===== config.mk =====
export PLATFORM = sky130hd
export DESIGN_NAME = dpa_scan_flat
export DESIGN_NICKNAME = d
export VERILOG_FILES = /design/src/rtl/dpa_pkg.sv /design/src/rtl/dpa_scan_if.sv /design/src/rtl/dpa_scan_fifo.sv /design/src/rtl/dpa_scan.sv /design/src/flat_wrapper.sv
export SDC_FILE = /design/constraint.sdc
export NUM_CORES = 1
export LEC_CHECK = 0
export ABC_AREA = 1
export BUFFER_PORTS_ARGS = -buffer_cell sky130_fd_sc_hd__buf_2
export CORE_MARGIN = 4
export CORE_UTILIZATION = 59
export DETAILED_ROUTE_END_ITERATION = 8
export GPL_TIMING_DRIVEN = 0
export PLACE_DENSITY = 0.81
export SLEW_MARGIN = 15
export SYNTH_ARGS = -nofsm -noshare
export SYNTH_HDL_FRONTEND = slang
export SYNTH_SLANG_ARGS = --single-unit

===== constraint.sdc =====
create_clock -name clk -period 2.8 [get_ports clk]
set_input_delay 0.56 -clock clk [delete_from_list [all_inputs] [get_ports clk]]
set_output_delay 0.56 -clock clk [all_outputs]
set_load 0.005 [all_outputs]

===== src/rtl/dpa_pkg.sv =====
// Shared types and constants for the frame-buffer scan-out stage.
package dpa_pkg;

    localparam int DPA_ADDR_W    = 20;
    localparam int DPA_PIX_W     = 24;
    localparam int DPA_H_ACT_DEF = 256;
    localparam int DPA_V_ACT_DEF = 256;

    typedef enum logic [1:0] {
        IDLE  = 2'd0,
        RUN   = 2'd1,
        DRAIN = 2'd2
    } scan_state_e;

    // Colour bar: each bit of the bar number drives one full-scale channel.
    function automatic logic [DPA_PIX_W-1:0] bar_pixel(input logic [2:0] b);
        return {{8{b[2]}}, {8{b[1]}}, {8{b[0]}}};
    endfunction

endpackage


===== src/rtl/dpa_scan_if.sv =====
// Pixel stream (ready/valid with frame/line markers) between scan-out and its sink.
interface dpa_scan_if;
    import dpa_pkg::*;

    logic                 pix_valid;
    logic                 pix_ready;
    logic [DPA_PIX_W-1:0] pix_data;
    logic                 pix_sof;
    logic                 pix_eol;
    logic                 pix_eof;

    modport master (output pix_valid, pix_data, pix_sof, pix_eol, pix_eof, input pix_ready);
    modport slave  (input pix_valid, pix_data, pix_sof, pix_eol, pix_eof, output pix_ready);
endinterface


===== src/rtl/dpa_scan_fifo.sv =====
// First-word-fall-through prefetch FIFO with occupancy count and synchronous flush.
module dpa_scan_fifo
    import dpa_pkg::*;
#(
    parameter int DEPTH = 4
) (
    input  logic                       clk,
    input  logic                       reset,
    input  logic                       flush,
    input  logic                       push,
    input  logic [DPA_PIX_W-1:0]       push_data,
    input  logic                       pop,
    output logic [DPA_PIX_W-1:0]       head,
    output logic [$clog2(DEPTH):0]     count
);
    localparam int AW = $clog2(DEPTH);

    logic [DPA_PIX_W-1:0] mem_q [DEPTH];
    logic [AW-1:0]        wr_ptr_q, wr_ptr_d;
    logic [AW-1:0]        rd_ptr_q, rd_ptr_d;
    logic [AW:0]          cnt_q, cnt_d;

    always_comb begin
        wr_ptr_d = wr_ptr_q;
        rd_ptr_d = rd_ptr_q;
        cnt_d    = cnt_q;
        if (flush) begin
            wr_ptr_d = '0;
            rd_ptr_d = '0;
            cnt_d    = '0;
        end else begin
            if (push) wr_ptr_d = wr_ptr_q + AW'(1);
            if (pop)  rd_ptr_d = rd_ptr_q + AW'(1);
            cnt_d = cnt_q + (AW+1)'(push) - (AW+1)'(pop);
        end
    end

    always_ff @(posedge clk or posedge reset) begin
        if (reset) begin
            wr_ptr_q <= '0;
            rd_ptr_q <= '0;
            cnt_q    <= '0;
        end else begin
            wr_ptr_q <= wr_ptr_d;
            rd_ptr_q <= rd_ptr_d;
            cnt_q    <= cnt_d;
        end
    end

    always_ff @(posedge clk) begin
        if (push && !flush) mem_q[wr_ptr_q] <= push_data;
    end

    assign head  = mem_q[rd_ptr_q];
    assign count = cnt_q;
endmodule


===== src/rtl/dpa_scan.sv =====
// Frame-buffer scan-out: sequential memory reads into a prefetch FIFO, emitted as a marked pixel stream.
// Optional DPA_SCAN_TESTPAT_EN adds a test_pat input that synthesises colour bars instead of reading memory.
module dpa_scan
    import dpa_pkg::*;
#(
    parameter int H_ACT      = DPA_H_ACT_DEF,
    parameter int V_ACT      = DPA_V_ACT_DEF,
    parameter int FIFO_DEPTH = 4
) (
    input  logic                  clk,
    input  logic                  reset,
    input  logic                  start,
    input  logic                  abort,
    input  logic [DPA_ADDR_W-1:0] fb_base,
`ifdef DPA_SCAN_TESTPAT_EN
    input  logic                  test_pat,
`endif
    output logic [DPA_ADDR_W-1:0] FB_A,
    output logic                  FB_REN,
    input  logic [DPA_PIX_W-1:0]  FB_Q,
    dpa_scan_if.master            pix,
    output logic                  busy,
    output logic                  frame_done
);
    localparam int N     = H_ACT * V_ACT;
    localparam int LOG_H = $clog2(H_ACT);
    localparam int OUT_W = $clog2(N) > 0 ? $clog2(N) : 1;
    localparam int IDX_W = OUT_W + 1;
    localparam int CNT_W = $clog2(FIFO_DEPTH) + 1;
    localparam int CW    = CNT_W + 1;

    scan_state_e            state_q, state_d;
    logic [DPA_ADDR_W-1:0]  base_q, base_d;
    logic [IDX_W-1:0]       rd_idx_q, rd_idx_d;
    logic [OUT_W-1:0]       out_idx_q, out_idx_d;
    logic                   inflight_q, inflight_d;
    logic                   issue, pop, pix_valid;
    logic [CNT_W-1:0]       fifo_cnt;
    logic [DPA_PIX_W-1:0]   fifo_head, push_data;
    logic [CW-1:0]          credit_used, credit_lim;

`ifdef DPA_SCAN_TESTPAT_EN
    logic                   tp_q, tp_d;
    logic [DPA_PIX_W-1:0]   pat_q, pat_d;
`endif

    assign pix_valid = (fifo_cnt != '0);
    assign pop       = pix_valid & pix.pix_ready;

    // The pending read counts against FIFO space so backpressure can never overflow it.
    assign credit_used = CW'(fifo_cnt) + CW'(inflight_q);
    assign credit_lim  = CW'(FIFO_DEPTH) + CW'(pop);

    always_comb begin
        state_d    = state_q;
        base_d     = base_q;
        rd_idx_d   = rd_idx_q;
        out_idx_d  = out_idx_q;
        issue      = 1'b0;
        frame_done = 1'b0;
`ifdef DPA_SCAN_TESTPAT_EN
        tp_d  = tp_q;
        pat_d = pat_q;
`endif
        case (state_q)
            IDLE: begin
                if (start) begin
                    base_d    = fb_base;
                    rd_idx_d  = '0;
                    out_idx_d = '0;
                    state_d   = RUN;
`ifdef DPA_SCAN_TESTPAT_EN
                    tp_d = test_pat;
`endif
                end
            end
            RUN: begin
                if (rd_idx_q < IDX_W'(N) && credit_used < credit_lim) begin
                    issue    = 1'b1;
                    rd_idx_d = rd_idx_q + IDX_W'(1);
`ifdef DPA_SCAN_TESTPAT_EN
                    pat_d = bar_pixel(rd_idx_q[LOG_H-1 -: 3]);
`endif
                    if (rd_idx_q == IDX_W'(N - 1)) state_d = DRAIN;
                end
            end
            DRAIN: ;
            default: state_d = IDLE;
        endcase

        if (pop) begin
            out_idx_d = out_idx_q + OUT_W'(1);
            if (state_q == DRAIN && out_idx_q == OUT_W'(N - 1)) begin
                frame_done = 1'b1;
                state_d    = IDLE;
            end
        end

        if (abort) begin
            state_d    = IDLE;
            issue      = 1'b0;
            frame_done = 1'b0;
            rd_idx_d   = rd_idx_q;
        end
        inflight_d = issue;
    end

    always_ff @(posedge clk or posedge reset) begin
        if (reset) begin
            state_q    <= IDLE;
            base_q     <= '0;
            rd_idx_q   <= '0;
            out_idx_q  <= '0;
            inflight_q <= 1'b0;
`ifdef DPA_SCAN_TESTPAT_EN
            tp_q  <= 1'b0;
            pat_q <= '0;
`endif
        end else begin
            state_q    <= state_d;
            base_q     <= base_d;
            rd_idx_q   <= rd_idx_d;
            out_idx_q  <= out_idx_d;
            inflight_q <= inflight_d;
`ifdef DPA_SCAN_TESTPAT_EN
            tp_q  <= tp_d;
            pat_q <= pat_d;
`endif
        end
    end

`ifdef DPA_SCAN_TESTPAT_EN
    assign FB_REN    = issue & ~tp_q;
    assign push_data = tp_q ? pat_q : FB_Q;
`else
    assign FB_REN    = issue;
    assign push_data = FB_Q;
`endif
    assign FB_A = base_q + DPA_ADDR_W'(rd_idx_q);
    assign busy = (state_q != IDLE);

    dpa_scan_fifo #(.DEPTH(FIFO_DEPTH)) u_fifo (
        .clk       (clk),
        .reset     (reset),
        .flush     (abort),
        .push      (inflight_q),
        .push_data (push_data),
        .pop       (pop),
        .head      (fifo_head),
        .count     (fifo_cnt)
    );

    assign pix.pix_valid = pix_valid;
    assign pix.pix_data  = pix_valid ? fifo_head : '0;
    assign pix.pix_sof   = pix_valid && (out_idx_q == '0);
    assign pix.pix_eol   = pix_valid && (out_idx_q[LOG_H-1:0] == {LOG_H{1'b1}});
    assign pix.pix_eof   = pix_valid && (out_idx_q == OUT_W'(N - 1));
endmodule

===== src/flat_wrapper.sv =====
// flat-port wrapper written by rule: the top's interface ports become plain ports
module dpa_scan_flat import dpa_pkg::*;
#(
    parameter int H_ACT      = DPA_H_ACT_DEF,
    parameter int V_ACT      = DPA_V_ACT_DEF,
    parameter int FIFO_DEPTH = 4
)
  (clk, reset, start, abort, fb_base, FB_A, FB_REN, FB_Q, busy, frame_done, pix_pix_valid, pix_pix_data, pix_pix_sof, pix_pix_eol, pix_pix_eof, pix_pix_ready);
  dpa_scan_if pix_i ();
  input  logic clk;
  input  logic reset;
  input  logic start;
  input  logic abort;
  input  logic [DPA_ADDR_W-1:0] fb_base;
  output logic [DPA_ADDR_W-1:0] FB_A;
  output logic FB_REN;
  input  logic [DPA_PIX_W-1:0] FB_Q;
  output logic busy;
  output logic frame_done;
  output wire logic [$bits(pix_i.pix_valid)-1:0] pix_pix_valid;
  output wire logic [$bits(pix_i.pix_data)-1:0] pix_pix_data;
  output wire logic [$bits(pix_i.pix_sof)-1:0] pix_pix_sof;
  output wire logic [$bits(pix_i.pix_eol)-1:0] pix_pix_eol;
  output wire logic [$bits(pix_i.pix_eof)-1:0] pix_pix_eof;
  input wire logic [$bits(pix_i.pix_ready)-1:0] pix_pix_ready;
  assign pix_pix_valid = pix_i.pix_valid;
  assign pix_pix_data = pix_i.pix_data;
  assign pix_pix_sof = pix_i.pix_sof;
  assign pix_pix_eol = pix_i.pix_eol;
  assign pix_pix_eof = pix_i.pix_eof;
  assign pix_i.pix_ready = pix_pix_ready;
  dpa_scan #(.H_ACT(H_ACT), .V_ACT(V_ACT), .FIFO_DEPTH(FIFO_DEPTH)) u_core (.clk(clk), .reset(reset), .start(start), .abort(abort), .fb_base(fb_base), .FB_A(FB_A), .FB_REN(FB_REN), .FB_Q(FB_Q), .pix(pix_i), .busy(busy), .frame_done(frame_done));
endmodule

# Yosys cells after proc, flatten, opt, wreduce, memory -nomap -nowiden
# Memories as Yosys holds them, arrays and structs flattened.
# Cells that the tools add are included.
# word_totals
ff_bits	63
ramBits	96
in_bits	49
out_inout_bits	51
wordCells	75
memories	1
# mem_list
memory	depth	width	read_ports	rd_clocked_by_memory_dff	write_ports	line_no	text
u_core.u_fifo.mem_q	4	24	1	0	1	dpa_scan_fifo.sv:18	logic [DPA_PIX_W-1:0] mem_q [DEPTH];
# op_classes
n_addsub	9
order_cmp	2
eq_ne	7
n_mux	27
bitwise	2
reduce_logical	19
# ops
cell	count
2-to-1 mux 16 bit	3
2-to-1 mux 17 bit	2
one-hot mux 17 bit (2 select lines)	1
2-to-1 mux 24 bit	1
adder 20 x 17 -> 20 bit	1
2-to-1 mux 2 bit	10
adder 17 x 1 -> 17 bit, second input constant	1
== test 17 x 16 -> 1 bit, second input constant	1
less-than comparator 17 bit, second input constant	1
adder 16 x 1 -> 16 bit, second input constant	1
== test 16 bit, second input constant	1
logical NOT 16 bit	1
nonzero test 2 bit	6
== test 8 bit, second input constant	1
2-to-1 mux 1 bit	8
logical AND 1 bit	6
one-hot mux 2 bit (3 select lines)	1
adder 2 x 1 -> 2 bit, second input constant	2
adder 3 x 1 -> 4 bit	1
adder 3 x 1 -> 4 bit, first input constant	1
less-than comparator 4 bit	1
AND reduction 2 bit	2
AND reduction 4 bit	1
adder 3 x 1 -> 3 bit	1
other kinds (11)	11

# Depth between registers and ports, before layout
# depth
depth_word	10
depth_mapped	12
ltp_nobuf	12

# Hierarchy
# Synthesis repeated with hierarchy kept, for this count alone.
# unflattened
hier_cells	1058
hier_area_um2	8758.4
# modules_own_cells
mod	instances	cells_per_inst	area_per_inst_um2	seq_area_each_um2
dpa_scan	1	726	4484.3	1401.3
dpa_scan_fifo	1	332	4274.1	3057.9

# Worst setup path after synthesis
# No wires, ideal clock.
# synth_timing
kind	input port to flip-flop
from	input abort
to	memory u_core.u_fifo.mem_q[0][0] (enable)
setup_time_ns	0.405
t_arrival_ns	1.999
setup_slack_ns	0.396
cell_stages	4
path_buffers	1
cell_sequence	buf_2 inv_1 nand2_1 nor2_1
# synth_between
elab_chain_len	4
# synth_lines
item	line_no	text
from (decl)	flat_wrapper.sv:13	input logic abort;
logical NOT 1 bit	dpa_scan_fifo.sv:51	if (push && !flush) mem_q[wr_ptr_q] <= push_data;
logical AND 1 bit	dpa_scan_fifo.sv:51	
2-to-1 mux 1 bit	dpa_scan_fifo.sv:51	
2-to-1 mux 1 bit (not written as such)	dpa_scan_fifo.sv:51	
to (decl)	dpa_scan_fifo.sv:18	
# Every way passes these cells.

# Final worst setup path
# layout_timing
from	register u_core.base_q[0]
to	output FB_A[8]
# layout_between
elab_chain_len	1
# layout_lines
item	line_no	text
from (decl)	dpa_scan.sv:33	logic [DPA_ADDR_W-1:0] base_q, base_d;
from (signal assigned)	dpa_scan.sv:121	base_q <= base_d;
adder 20 x 17 -> 20 bit	dpa_scan.sv:139	assign FB_A = base_q + DPA_ADDR_W'(rd_idx_q);
to (decl)	flat_wrapper.sv:15	output logic [DPA_ADDR_W-1:0] FB_A;
# Every way passes these cells.

==> metrics.yaml <==
outcome: "complete, no violations"
cts.reportedPaths.clkPinSlew_ns: 0.07
grt_pass1_wl_um: 32200
fin_crit_ns: 2.73
powerDensity_nw_per_um2: 662
worstMarginPinSlew_ns: 0.795
ys_seq_elements: 159
power_switching_mw: 2.22
drive_gt1_share_pct: 21.8
utilization_pct: 72.7
clockPowerShare_pct: 32.9
antenna_found_initial: 0
postRouteAntennaNets: 0
hpwl_um: 14000
netSwitchingFraction_pct: 32.9
critPathLaunchType: "flip-flop"
wl_per_cell_um: 15.6
pwr-share-seq_pct: 40.2
clkLatencyLatePin_ns: 0.44
cts_max_path_buffers: 2
power.internal_mw: 4.53
yosysUniqueCellTypes: 39
multi_input_area_um2: 3820
end_kind: "output port"
required_ns: 2.24
finalCritPeriodShare_pct: 97.3
cts_buffers: 17
max-vdd-ir-drop_mv: 0.430
skew_ns: 0.0134
critical_path_class: "reg -> out"
layout.area.seq_um2: 4480
path_buf_inv: 3
slew_violations: 0
grt_start_max_net_pins: 42
max_cap_viol_count: 0
cts_tree: "yes"
grt_setup_unrepaired: "true"
crit_slowest_cell: "dfrtp_1"
hold_viol: 0
syn_avg_cell_area_um2: 8.49
drt-pass1-iter-count: 5
slowest_delay_ns: 0.38
netlist_area_um2: 8520
path_delay_family: "adder cells"
wirelength_um: 20600
placeableCoreArea_um2: 14000
slew_headroom_pct: 46.9
htree_levels: 4
crit_arrival_ns: 2.17
die_x_um: 128
place_ws_ns: 0.0614
overflow: 0
p_leak_nw: 4.55
portBuffers: 98
hold_path.class: "in -> async"
crit_chain: "ha_4, inv_1, fa_2, inv_2, nand3_2, nand3_4, nand2_2, nand2_4, xor2_1, buf_2"
syn_to_final_growth_pct: 19.7
io_pins: 100
synth.yosys.seq_area_share_pct: 52.3
n_fill_cell: 987
track_usage_pct: 25.1
layout_setup_ws_ns: 0.0743
dieArea_um2: 16400
setup_viol: 0
row_count: 43
root_buffer: "clkbuf_16"
p_comb_share_pct: 26.9
drt_iter0_markers: 699
cts.sinks: 159
yosys_warnings: 0
vias: 7266
cts_hold_buf: 0
syn_nets: 1085
netlist_instances: 1004
grt_pass1_vias: 6692
crit_path_max_fanout: 4
drc: 0
fmax_mhz: 367
start_util_pct: 60.7
gp_congestion: 0.921
fin_nets: 1208
fin_tns_setup_ns: 0
dieHeight_um: 128
viasPerCell: 5.50
-- Yosys cell counts (all sizes together) --
| cell | count | area (um^2) |
|---|---|---|
| nand2 | 277 | 1080 |
| nor2 | 184 | 741 |
| inv | 103 | 387 |
| edfxtp | 96 | 2880 |
| o21ai | 65 | 325 |
| dfrtp | 63 | 1580 |
| nand3 | 47 | 255 |
| a21oi | 45 | 225 |
| ha | 30 | 375 |
| buf | 19 | 125 |
| nand4 | 16 | 100 |
| xor2 | 15 | 131 |
| clkbuf | 10 | 48.8 |
| o21bai | 9 | 75.1 |
| nor3 | 6 | 40.0 |
| nor4 | 5 | 31.3 |
| a22oi | 3 | 22.5 |
| o22ai | 3 | 18.8 |
| fa | 2 | 40.0 |
| and2 | 1 | 6.26 |
| and3 | 1 | 6.26 |
| nor3b | 1 | 7.51 |
| nor4b | 1 | 8.76 |
| o32ai | 1 | 8.76 |
| xnor2 | 1 | 8.76 |
-- power by group through the flow --
stage	Combinational [mW]	Sequential, mW	Clock, mW
after CTS	1.77	2.70	2.23
after floorplan	1.05	2.72	0
after detailed placement	1.71	2.74	0
after global placement	1.67	2.74	0
final	1.82	2.71	2.22
after global routing	2.03	2.72	2.34
-- worst reg2reg max path, cell delays in order (launching register included) --
cell and delay (ns):
dfrtp_1 0.44, nor2_2 0.17, nand2_4 0.09, nand2_1 0.08
inv_1 0.11, buf_4 0.21, ha_1 0.28, inv_1 0.04
ha_1 0.18, fa_1 0.48, inv_1 0.04, nor2_1 0.13
-- cell usage in the layout, fill, tap and decap left out, types with 14 or more instances in the layout --
cell,netlist,routed
nand3_1,43,39
dfrtp_1,63,50
buf_2,10,108
edfxtp_1,96,96
nand4_1,16,16
ha_1,30,14
o21ai_0,58,58
nor2_1,172,164
ha_4,0,15
nand2_1,266,259
inv_1,97,94
nand2_2,9,15
a21oi_1,45,41
clkbuf_16,0,17
-- repair_timing --
item / in CTS / in global routing
endpoints found under the setup margin: 11 / 13
resized for setup: 18 / 44
setup buffers: 3 / 2
cloned: 0 / 0
pin swaps: 1 / 3
-- area by class of cell --
class                   count  area share [%]
flip-flops and latches    159            43.9
well taps                 180            2.21
multi-input cells         713            37.5
inverters                 103            3.81
clock buffers              20            4.28
diodes                      1          0.0245
plain buffers              29            1.70
clock inverters            12            1.25
repair buffers            104            5.37
-- metrics by stage --
stage	cells	power [mW]	hold WS, ns	area, um^2
after floorplan	1004	3.77	0.446	8520
after global placement	1282	4.41	0.464	9240
after detailed placement	1283	4.46	0.465	9290
after CTS	1318	6.69	0.0885	9940
after global routing	1320	7.10	0.112	10200
final	1321	6.75	0.0824	10200
-- sequential cells by signal (all words and copies together), names as in the netlist --
signal,flops
u_core.u_fifo.rd_ptr_q,2
u_core.out_idx_q,16
u_core.u_fifo.count,3
u_core.u_fifo.wr_ptr_q,2
u_core.rd_idx_q,17
u_core.u_fifo.mem_q,96
u_core.inflight_q,1
u_core.base_q,20
u_core.state_q,2
-- cells by family (layout without fill, tap and decap cells) --
| logic type | count (synthesis) | after routing | share of synthesized area (%) |
|---|---|---|---|
| XOR/XNOR | 16 | 16 | 1.64 |
| buffers and inverters | 132 | 268 | 6.58 |
| other | 0 | 1 | 0 |
| AND/OR/NAND/NOR | 539 | 539 | 26.7 |
| flip-flops | 159 | 159 | 52.3 |
| AO/OA/AOI/OAI | 126 | 126 | 7.93 |
| adder cells (fa/ha/maj) | 32 | 32 | 4.87 |
-- path summary, 6_finish.rpt --
check | from | endpoint | slack, ns | cells past startpoint
min | reset | u_core.out_idx_q[12] | 0.08 | 2
max in group asynchronous | reset | u_core.rd_idx_q[7] | 2.17 | 3
min in group clk | fb_base[15] | u_core.base_q[15] | 0.32 | 3
max reg2reg | u_core.u_fifo.count[1] | u_core.u_fifo.count[1] | 0.48 | 11
max | u_core.base_q[0] | FB_A[8] | 0.07 | 10
min reg2reg | u_core.base_q[5] | u_core.base_q[5] | 0.49 | 2
-- metal layers --
| layer | track usage, % | vias to the layer above | part of all wire (%) |
|---|---|---|---|
| met2 | 42.4 | 315 | 50 |
| li1 | - | 3521 | - |
| met3 | 5.50 | 48 | 8.0 |
| met1 | 31.5 | 3382 | 39 |
| met5 | 0 | - | 0 |
| met4 | 10.0 | 0 | 2.7 |
Note: power is estimated with default switching activity, not from simulation.
